[src/rtl/x7seg_pkg.sv]
// Shared constants for the multiplexed 7-segment scanner.
//   SEG_TABLE : hex nibble -> active-low segments {a,b,c,d,e,f,g}
//   SEG_OFF   : all segments dark
//   BRIGHT_W  : width of the brightness phase taken from the prescaler MSBs
package x7seg_pkg;

  typedef logic [6:0] seg_t;

  localparam int unsigned BRIGHT_W = 3;

  localparam seg_t SEG_OFF = 7'b1111111;

  localparam seg_t SEG_TABLE [16] = '{
    7'b0000001,  // 0
    7'b1001111,  // 1
    7'b0010010,  // 2
    7'b0000110,  // 3
    7'b1001100,  // 4
    7'b0100100,  // 5
    7'b0100000,  // 6
    7'b0001111,  // 7
    7'b0000000,  // 8
    7'b0000100,  // 9
    7'b0001000,  // A
    7'b1100000,  // b
    7'b0110001,  // C
    7'b1000010,  // d
    7'b0110000,  // E
    7'b0111000   // F
  };

endpackage

[src/rtl/x7seg_if.sv]
// Display bus between a host and the scanner.
//   host -> scanner : data (nibble per digit), dp, blank, load strobe, lzb, bright
//   scanner -> pins : a_to_g, dp_n, an (all active-low), frame pulse
interface x7seg_if #(
  parameter int unsigned NDIG = 4
);
  import x7seg_pkg::*;

  logic [4*NDIG-1:0]   data;
  logic [NDIG-1:0]     dp;
  logic [NDIG-1:0]     blank;
  logic                load;
  logic                lzb;
  logic [BRIGHT_W-1:0] bright;

  logic [6:0]          a_to_g;
  logic                dp_n;
  logic [NDIG-1:0]     an;
  logic                frame;

  modport master (
    output data, dp, blank, load, lzb, bright,
    input  a_to_g, dp_n, an, frame
  );

  modport slave (
    input  data, dp, blank, load, lzb, bright,
    output a_to_g, dp_n, an, frame
  );

endinterface

[src/rtl/x7seg_dec.sv]
// Combinational hex-to-7-segment decoder.
//   nib_i : hex nibble
//   seg_o : active-low segments, bit6 = a .. bit0 = g
module x7seg_dec
  import x7seg_pkg::*;
(
  input  logic [3:0] nib_i,
  output seg_t       seg_o
);

  assign seg_o = SEG_TABLE[nib_i];

endmodule

[src/rtl/x7seg_scan.sv]
// Time-multiplexed 7-segment display scanner with double-buffered digit data,
// leading-zero blanking, per-digit blanking and PWM brightness.
//   clk, rst : clock, synchronous active-high reset
//   bus      : x7seg_if slave (host inputs in, registered display pins out)
module x7seg_scan
  import x7seg_pkg::*;
#(
  parameter int unsigned NDIG  = 4,
  parameter int unsigned PRESC = 15
) (
  input logic    clk,
  input logic    rst,
  x7seg_if.slave bus
);

  localparam int unsigned SW = (NDIG > 1) ? $clog2(NDIG) : 1;
  localparam logic [SW-1:0] LAST = SW'(NDIG - 1);

  logic [PRESC-1:0]  presc_q, presc_d;
  logic [SW-1:0]     slot_q, slot_d;
  logic              pend_q, pend_d;
  logic [4*NDIG-1:0] pend_data_q, pend_data_d, act_data_q, act_data_d;
  logic [NDIG-1:0]   pend_dp_q, pend_dp_d, act_dp_q, act_dp_d;
  logic [NDIG-1:0]   pend_blank_q, pend_blank_d, act_blank_q, act_blank_d;

  seg_t              seg_q, seg_d;
  logic              dpn_q, dpn_d;
  logic [NDIG-1:0]   an_q, an_d;
  logic              frame_q, frame_d;

  logic              tick, boundary;
  logic [BRIGHT_W-1:0] phase;
  logic [3:0]        nib;
  logic              dp_s, blank_s, lz_s, lz_run;
  seg_t              dec_seg;

  assign tick     = &presc_q;
  assign boundary = tick && (slot_q == LAST);
  assign phase    = presc_q[PRESC-1 -: BRIGHT_W];

  // Scan counters and the pending/active double buffer.
  always_comb begin
    presc_d      = presc_q + PRESC'(1);
    slot_d       = slot_q;
    pend_d       = pend_q;
    pend_data_d  = pend_data_q;
    pend_dp_d    = pend_dp_q;
    pend_blank_d = pend_blank_q;
    act_data_d   = act_data_q;
    act_dp_d     = act_dp_q;
    act_blank_d  = act_blank_q;

    if (tick) begin
      slot_d = (slot_q == LAST) ? '0 : slot_q + SW'(1);
    end

    if (boundary && pend_q) begin
      act_data_d  = pend_data_q;
      act_dp_d    = pend_dp_q;
      act_blank_d = pend_blank_q;
      pend_d      = 1'b0;
    end

    // A load on the boundary cycle lands after the transfer, so it waits a frame.
    if (bus.load) begin
      pend_data_d  = bus.data;
      pend_dp_d    = bus.dp;
      pend_blank_d = bus.blank;
      pend_d       = 1'b1;
    end
  end

  // Select the current slot; lz_run tracks "all digits from the top down to i are zero".
  always_comb begin
    nib     = 4'h0;
    dp_s    = 1'b0;
    blank_s = 1'b0;
    lz_s    = 1'b0;
    lz_run  = 1'b1;
    an_d    = '1;
    for (int i = NDIG - 1; i >= 0; i--) begin
      lz_run = lz_run && (act_data_q[4*i +: 4] == 4'h0);
      if (slot_q == SW'(i)) begin
        nib     = act_data_q[4*i +: 4];
        dp_s    = act_dp_q[i];
        blank_s = act_blank_q[i];
        lz_s    = lz_run && (i != 0);
        if (phase <= bus.bright) an_d[i] = 1'b0;
      end
    end
  end

  x7seg_dec u_dec (
    .nib_i (nib),
    .seg_o (dec_seg)
  );

  always_comb begin
    seg_d   = (blank_s || (bus.lzb && lz_s)) ? SEG_OFF : dec_seg;
    dpn_d   = blank_s ? 1'b1 : ~dp_s;
    frame_d = boundary;
  end

  always_ff @(posedge clk) begin
    if (rst) begin
      presc_q      <= '0;
      slot_q       <= '0;
      pend_q       <= 1'b0;
      pend_data_q  <= '0;
      pend_dp_q    <= '0;
      pend_blank_q <= '0;
      act_data_q   <= '0;
      act_dp_q     <= '0;
      act_blank_q  <= '0;
      seg_q        <= SEG_OFF;
      dpn_q        <= 1'b1;
      an_q         <= '1;
      frame_q      <= 1'b0;
    end else begin
      presc_q      <= presc_d;
      slot_q       <= slot_d;
      pend_q       <= pend_d;
      pend_data_q  <= pend_data_d;
      pend_dp_q    <= pend_dp_d;
      pend_blank_q <= pend_blank_d;
      act_data_q   <= act_data_d;
      act_dp_q     <= act_dp_d;
      act_blank_q  <= act_blank_d;
      seg_q        <= seg_d;
      dpn_q        <= dpn_d;
      an_q         <= an_d;
      frame_q      <= frame_d;
    end
  end

  assign bus.a_to_g = seg_q;
  assign bus.dp_n   = dpn_q;
  assign bus.an     = an_q;
  assign bus.frame  = frame_q;

endmodule

[src/flat_wrapper.sv]
// flat-port wrapper written by rule: the top's interface ports become plain ports
module x7seg_scan_flat import x7seg_pkg::*;
#(
  parameter int unsigned NDIG  = 4,
  parameter int unsigned PRESC = 15
)
  (clk, rst, bus_data, bus_dp, bus_blank, bus_load, bus_lzb, bus_bright, bus_a_to_g, bus_dp_n, bus_an, bus_frame);
  x7seg_if #(.NDIG(NDIG)) bus_i ();
  input logic clk;
  input logic rst;
  input wire logic [$bits(bus_i.data)-1:0] bus_data;
  input wire logic [$bits(bus_i.dp)-1:0] bus_dp;
  input wire logic [$bits(bus_i.blank)-1:0] bus_blank;
  input wire logic [$bits(bus_i.load)-1:0] bus_load;
  input wire logic [$bits(bus_i.lzb)-1:0] bus_lzb;
  input wire logic [$bits(bus_i.bright)-1:0] bus_bright;
  output wire logic [$bits(bus_i.a_to_g)-1:0] bus_a_to_g;
  output wire logic [$bits(bus_i.dp_n)-1:0] bus_dp_n;
  output wire logic [$bits(bus_i.an)-1:0] bus_an;
  output wire logic [$bits(bus_i.frame)-1:0] bus_frame;
  assign bus_i.data = bus_data;
  assign bus_i.dp = bus_dp;
  assign bus_i.blank = bus_blank;
  assign bus_i.load = bus_load;
  assign bus_i.lzb = bus_lzb;
  assign bus_i.bright = bus_bright;
  assign bus_a_to_g = bus_i.a_to_g;
  assign bus_dp_n = bus_i.dp_n;
  assign bus_an = bus_i.an;
  assign bus_frame = bus_i.frame;
  x7seg_scan #(.NDIG(NDIG), .PRESC(PRESC)) u_core (.clk(clk), .rst(rst), .bus(bus_i));
endmodule
[config.mk]
export PLATFORM = sky130hd
export DESIGN_NAME = x7seg_scan_flat
export DESIGN_NICKNAME = d
export VERILOG_FILES = /design/src/rtl/x7seg_pkg.sv /design/src/rtl/x7seg_if.sv /design/src/rtl/x7seg_dec.sv /design/src/rtl/x7seg_scan.sv /design/src/flat_wrapper.sv
export SDC_FILE = /design/constraint.sdc
export NUM_CORES = 1
export LEC_CHECK = 0
export ABC_AREA = 1
export CORE_ASPECT_RATIO = 1.1
export CORE_UTILIZATION = 45
export CTS_CLUSTER_SIZE = 12
export DETAILED_ROUTE_END_ITERATION = 8
export GPL_TIMING_DRIVEN = 1
export HOLD_SLACK_MARGIN = 0.1
export PLACE_DENSITY = 0.64
export SLEW_MARGIN = 15
export SYNTH_ARGS = -nofsm -noshare
export SYNTH_HDL_FRONTEND = slang
export SYNTH_SLANG_ARGS = --single-unit
[constraint.sdc]
create_clock -name clk -period 4.89 [get_ports clk]
set_input_delay 0.489 -clock clk [delete_from_list [all_inputs] [get_ports clk]]
set_output_delay 0.489 -clock clk [all_outputs]
set_load 0.005 [all_outputs]
Yosys cells after proc, flatten, opt, wreduce, memory -nomap -nowiden
Memory sizes are Yosys's and may differ from the RTL's. A register that Yosys moved wholly into a read port is not among the register bits.
Cells that the tools add are included.
{"block": "classes", "addsub": 2, "n_lt_le_gt_ge": 1, "eq_ne": 3, "n_bitwise": 6, "mux": 20, "n_reduce_logical": 18}
{"operator": "4-bit two-way mux", "n": 4}
{"operator": "15-bit by 1-bit adder with 15-bit output, second input constant", "n": 1}
{"operator": "1-bit two-way mux", "n": 15}
{"operator": "15-bit AND reduction", "n": 1}
{"operator": "4-bit logical NOT", "n": 3}
{"operator": "2-bit OR reduction", "n": 6}
{"operator": "1-bit logical AND", "n": 5}
{"operator": "1-bit inverter", "n": 5}
{"operator": "4-bit inverter with 5-bit output", "n": 1}
{"operator": "2-bit equality test, second input constant", "n": 2}
{"operator": "3-bit <= comparator", "n": 1}
{"operator": "2-bit by 1-bit adder with 2-bit output, second input constant", "n": 1}
{"operator": "2-bit by 1-bit equality test with 1-bit output, second input constant", "n": 1}
{"operator": "2-bit logical NOT", "n": 1}
{"operator": "2-bit two-way mux", "n": 1}
{"operator": "2-bit nonzero test", "n": 1}
{"operator": "1-bit logical OR", "n": 1}
{"block": "totals", "romBits": 112, "reg_bits": 72, "out_inout_bits": 13, "wordCells": 66, "mem_count": 1}
{"memory": "(no name shown)", "words": 16, "width": 7, "rd": 1, "rd_clocked_by_memory_dff": 1, "write_ports": 0, "line_no": "x7seg_dec.sv:11", "source": "assign seg_o = SEG_TABLE[nib_i];"}

Depth between registers and ports, before layout
{"block": "logic_depth", "depth_word": 8, "depth_mapped": 14, "depth_no_buf": 13}

Hierarchy
From an unflattened synthesis, not the netlist that was laid out.
{"block": "hier_totals", "hier_cells": 478, "area_unflattened_um2": 3606.0}
{"mod": "x7seg_scan", "cells_per_inst": 429, "area_each_um2": 3331.9, "seq_area_each_um2": 1581.5, "instances": 1}
{"mod": "x7seg_dec", "cells_per_inst": 49, "area_each_um2": 274.0, "seq_area_each_um2": 0.0, "instances": 1}

Worst setup path before layout
Ideal clock, no wire load.
{"block": "synth_path", "kind": "flip-flop to flip-flop", "from": "reg u_core.slot_q[0]", "to": "reg u_core.seg_q[6] (netlist: u_core.bus.a_to_g[6])", "stages_incl_launch_ff": 12, "synth_period_minus_slack_ns": 1.899, "n_path_buf": 1, "arrival_time_ns": 1.776, "setup_slack_ns": 2.991, "setup_time_ns": 0.124, "cell_sequence": "dfxtp_1 > inv_1 > ha_1 > clkbuf_2 > a21oi_1 > nand2_1 > a21boi_1 > inv_1 > ha_1 > nand3b_1 > nand3_1 > nand3_1"}
{"block": "synth_via", "elab_chain_cells": 8}
{"element": "start, declared", "line_no": "x7seg_scan.sv:20", "source": "logic [SW-1:0] slot_q, slot_d;"}
{"element": "start signal, assigned", "line_no": "x7seg_scan.sv:121", "source": "slot_q <= slot_d;"}
{"element": "2-bit equality test", "line_no": "x7seg_scan.sv:83", "source": "if (slot_q == SW'(i)) begin"}
{"element": "1-bit two-way mux (4 in a row)", "line_no": "x7seg_scan.sv:83"}
{"element": "1-bit logical AND", "line_no": "x7seg_scan.sv:99", "source": "seg_d = (blank_s || (bus.lzb && lz_s)) ? SEG_OFF : dec_seg;"}
{"element": "1-bit logical OR", "line_no": "x7seg_scan.sv:99"}
{"element": "2-bit OR reduction (no source line)"}
{"element": "end, declared", "line_no": "x7seg_scan.sv:26", "source": "seg_t seg_q, seg_d;"}
Parallel ways exist; a longest one is shown, timed or not.
A chain may end at the register's enable or synchronous reset.

Worst setup path in the final report
{"block": "layout_path", "from": "reg u_core.presc_q[0]", "to": "reg u_core.act_data_q[4]"}
{"block": "layout_via", "elab_chain_cells": 3}
{"element": "start, declared", "line_no": "x7seg_scan.sv:19", "source": "logic [PRESC-1:0] presc_q, presc_d;"}
{"element": "start signal, assigned", "line_no": "x7seg_scan.sv:120", "source": "presc_q <= presc_d;"}
{"element": "15-bit AND reduction", "line_no": "x7seg_scan.sv:37", "source": "assign tick = &presc_q;"}
{"element": "1-bit logical AND", "line_no": "x7seg_scan.sv:38", "source": "assign boundary = tick && (slot_q == LAST);"}
{"element": "1-bit logical AND", "line_no": "x7seg_scan.sv:57", "source": "if (boundary && pend_q) begin"}
{"element": "end signal, assigned", "line_no": "x7seg_scan.sv:126", "source": "act_data_q <= act_data_d;"}
{"element": "end, declared", "line_no": "x7seg_scan.sv:22", "source": "logic [4*NDIG-1:0] pend_data_q, pend_data_d, act_data_q, act_data_d;"}
No other way between the ends.

==> reports/results.ini <==
[status]
status = complete, no violations

[floorplan]
dieArea_sq_um = 8200
initial_utilization_pct = 47.0
fp.dieH_microns = 94.9
coreArea_sq_um = 7510
rows = 33
die_x_microns = 86.4
io_pins = 44

[finish]
fillers = 744
fin_nets = 559
area_delta_synth_final_pct = 19.0
multi_input_area_sq_um = 1670
fin_util_pct = 55.9
diodes = 0
drive_gt1_share_pct = 4.62
seqCellArea_sq_um = 1580

[synth]
syn_nets = 527
synth_seq_cells = 79
synthArstFlopShare_pct = 0
synthFlopType = dfxtp_1
synth_enable_flop_cells = 0
yosys_warnings = 0
yosysSeqAreaShare_pct = 44.8
ys_types = 27
syn_area_per_cell_sq_um = 7.32
netlist_area_sq_um = 3530
synth_cells = 482

[route]
via_per_inst = 4.98
ant_nets = 0
initialDrtViolationCount = 141
vias = 3105
drt_pass1_iterations = 4
drt-total-wl_microns = 7190
route.detailed.drc = 0
wl_per_cell_microns = 11.5

[timing]
fin_worst_skew_ns = 0.00987
fmax_mhz = 420
drv_slew = 0
hold_viol_final = 0
tightestPinTransition_ns = 0.909
finalSetupViolCount = 0
finalCriticalPeriod_ns = 2.38
max-slew-margin-rel_pct = 39.3
fin_crit_sh_pct = 48.6
setup_ws_ns = 2.51
fin_setup_tns_ns = 0
rsz0062_at_grt = false

[setup_path]
crit_chain = ha_1, nand2_1, inv_1, nand3_1, nor2_2, buf_4, nand3_1, nand2_1, a21oi_1
slowest_stage = nand3_1
critical_path.startpoint_type = register
path_class = register to register
critPathBufInv = 2
critPathMaxFanout = 29
critPathMaxStageDelay_ns = 0.66
endpoint_kind = register
crit_family = simple AND/OR/NAND/NOR gates
crit_required_ns = 5.11
arrival_ns = 2.59

[placement]
io_buffers = 43
pre_cts_ws_ns = 2.30
hpwl_microns = 4990
gp_congestion = 0.889

[clock_tree]
cts_hold_buf = 0
cts_htree_levels = 3
cts_tree = done
insertion_delay_ns = 0.34
clock-root-buffer = clkbuf_8
cts_buffers = 9
clockBufferDepth = 2
clock_sinks = 79
post-cts-setup-buffers = 0
clk_transition_reported_paths_ns = 0.08
cts_resized = 0

[grt]
grt_pass1_vias = 2891
grt_pass1_wl_microns = 12700
grt_max_degree = 38
antenna_found_initial = 0
grtUsageTotal_pct = 19.4
grt_overflow = 0

[flow_run]
maxCapViolCount = 0

[worst_hold_path]
hold_class = register to register

[power]
pwr-share-seq_pct = 52.0
netSwitchingPower_uw = 274
p_leak_uw = 0.00169
swShare_pct = 21.2
p_clk_share_pct = 42.2
comb_power_share_pct = 5.9
power.density_nw_per_um2 = 308
p_int_uw = 1020
ir_drop_mv = 0.196

[power by group through the flow]
stage / combinational [uW] / clock (uW) / sequential, uW
global placement: 75.0 / 0 / 686
CTS: 77.1 / 558 / 672
global route: 86.7 / 584 / 674
floorplan: 38.3 / 0 / 684
detailed placement: 76.4 / 0 / 687
finish: 76.1 / 545 / 672
[layout make-up]
type / count / share of cell area, %
clock buffers: 12 / 3.69
repair buffers: 47 / 11.0
flip-flops and latches: 79 / 37.7
clock inverters: 4 / 1.82
inverters: 32 / 2.86
multi-input cells: 345 / 39.9
well taps: 105 / 3.13
[worst register-to-register path: cells and delay by family, from the launching register on]
family | cells | cell delay (ns)
simple gates | 5 | 1.26
buf+inv | 2 | 0.38
fa+ha+maj | 1 | 0.19
compound gates | 1 | 0.08
flops | 1 | 0.36
[cells in the final DEF (no fill, tap or decap), types with 14 or more instances in the layout]
cell type / instances
nand3_1: 36
nand4_1: 26
inv_1: 31
clkdlybuf4s50_1: 43
o21ai_0: 33
nand2_1: 91
dfxtp_1: 79
a21oi_1: 43
nor2_1: 86
ha_1: 14
[per-layer routing]
metal  vias to the layer above  share of wire [%]  GRT usage [%]
met3                        13                3.4           3.23
li1                       1649                  -              -
met5                         -                  0              0
met2                        70                 44           31.8
met4                         0                2.3           9.58
met1                      1373                 50           24.6
[kinds of logic (layout without fill, tap and decap cells)]
group           after synthesis  in the layout  synth area share, %
xor+xnor                      2              2                0.497
compound gates               81             81                 11.8
simple gates                248            248                 30.2
flops                        79             79                 44.8
buf+inv                      58             95                 7.73
fa+ha+maj                    14             14                 4.96
[path summary, 6_finish.rpt]
check                           slack (ns)                   end  cells after the start         startpoint
worst min-delay path                  0.45     u_core.presc_q[0]                      1  u_core.presc_q[0]
worst max-delay path                  2.51  u_core.act_data_q[4]                      9  u_core.presc_q[0]
worst max register to register        2.51  u_core.act_data_q[4]                      9  u_core.presc_q[0]
worst min register to register        0.45     u_core.presc_q[0]                      1  u_core.presc_q[0]
[sequential cells by signal (all words and copies together) (netlist names)]
name and cells:
u_core.act_blank_q 4, u_core.act_data_q 16, u_core.act_dp_q 4, u_core.bus.a_to_g 7
u_core.bus.an 4, u_core.bus.dp_n 1, u_core.bus.frame 1, u_core.pend_blank_q 4
u_core.pend_data_q 16, u_core.pend_dp_q 4, u_core.pend_q 1, u_core.presc_q 15
u_core.slot_q 2
[Yosys cell counts, types with 8 or more instances]
| master | instances | share of area [%] |
|---|---|---|
| inv_1 | 31 | 3.3 |
| dfxtp_1 | 79 | 45 |
| nand3_1 | 36 | 5.1 |
| buf_2 | 8 | 1.1 |
| o21ai_0 | 33 | 4.7 |
| a21oi_1 | 43 | 6.1 |
| clkbuf_1 | 13 | 1.4 |
| nand2_1 | 91 | 9.7 |
| ha_1 | 14 | 5.0 |
| nor2_1 | 86 | 9.1 |
| nand4_1 | 26 | 4.6 |
[through the flow]
step | total power [uW] | cells | instance area, sq um | hold WS [ns]
floorplan | 723 | 482 | 3530 | 0.418
global placement | 761 | 608 | 3970 | 0.445
detailed placement | 763 | 608 | 3970 | 0.445
CTS | 1310 | 624 | 4200 | 0.457
global route | 1340 | 624 | 4200 | 0.485
finish | 1290 | 624 | 4200 | 0.455
Power figures use the tool's default switching activity.
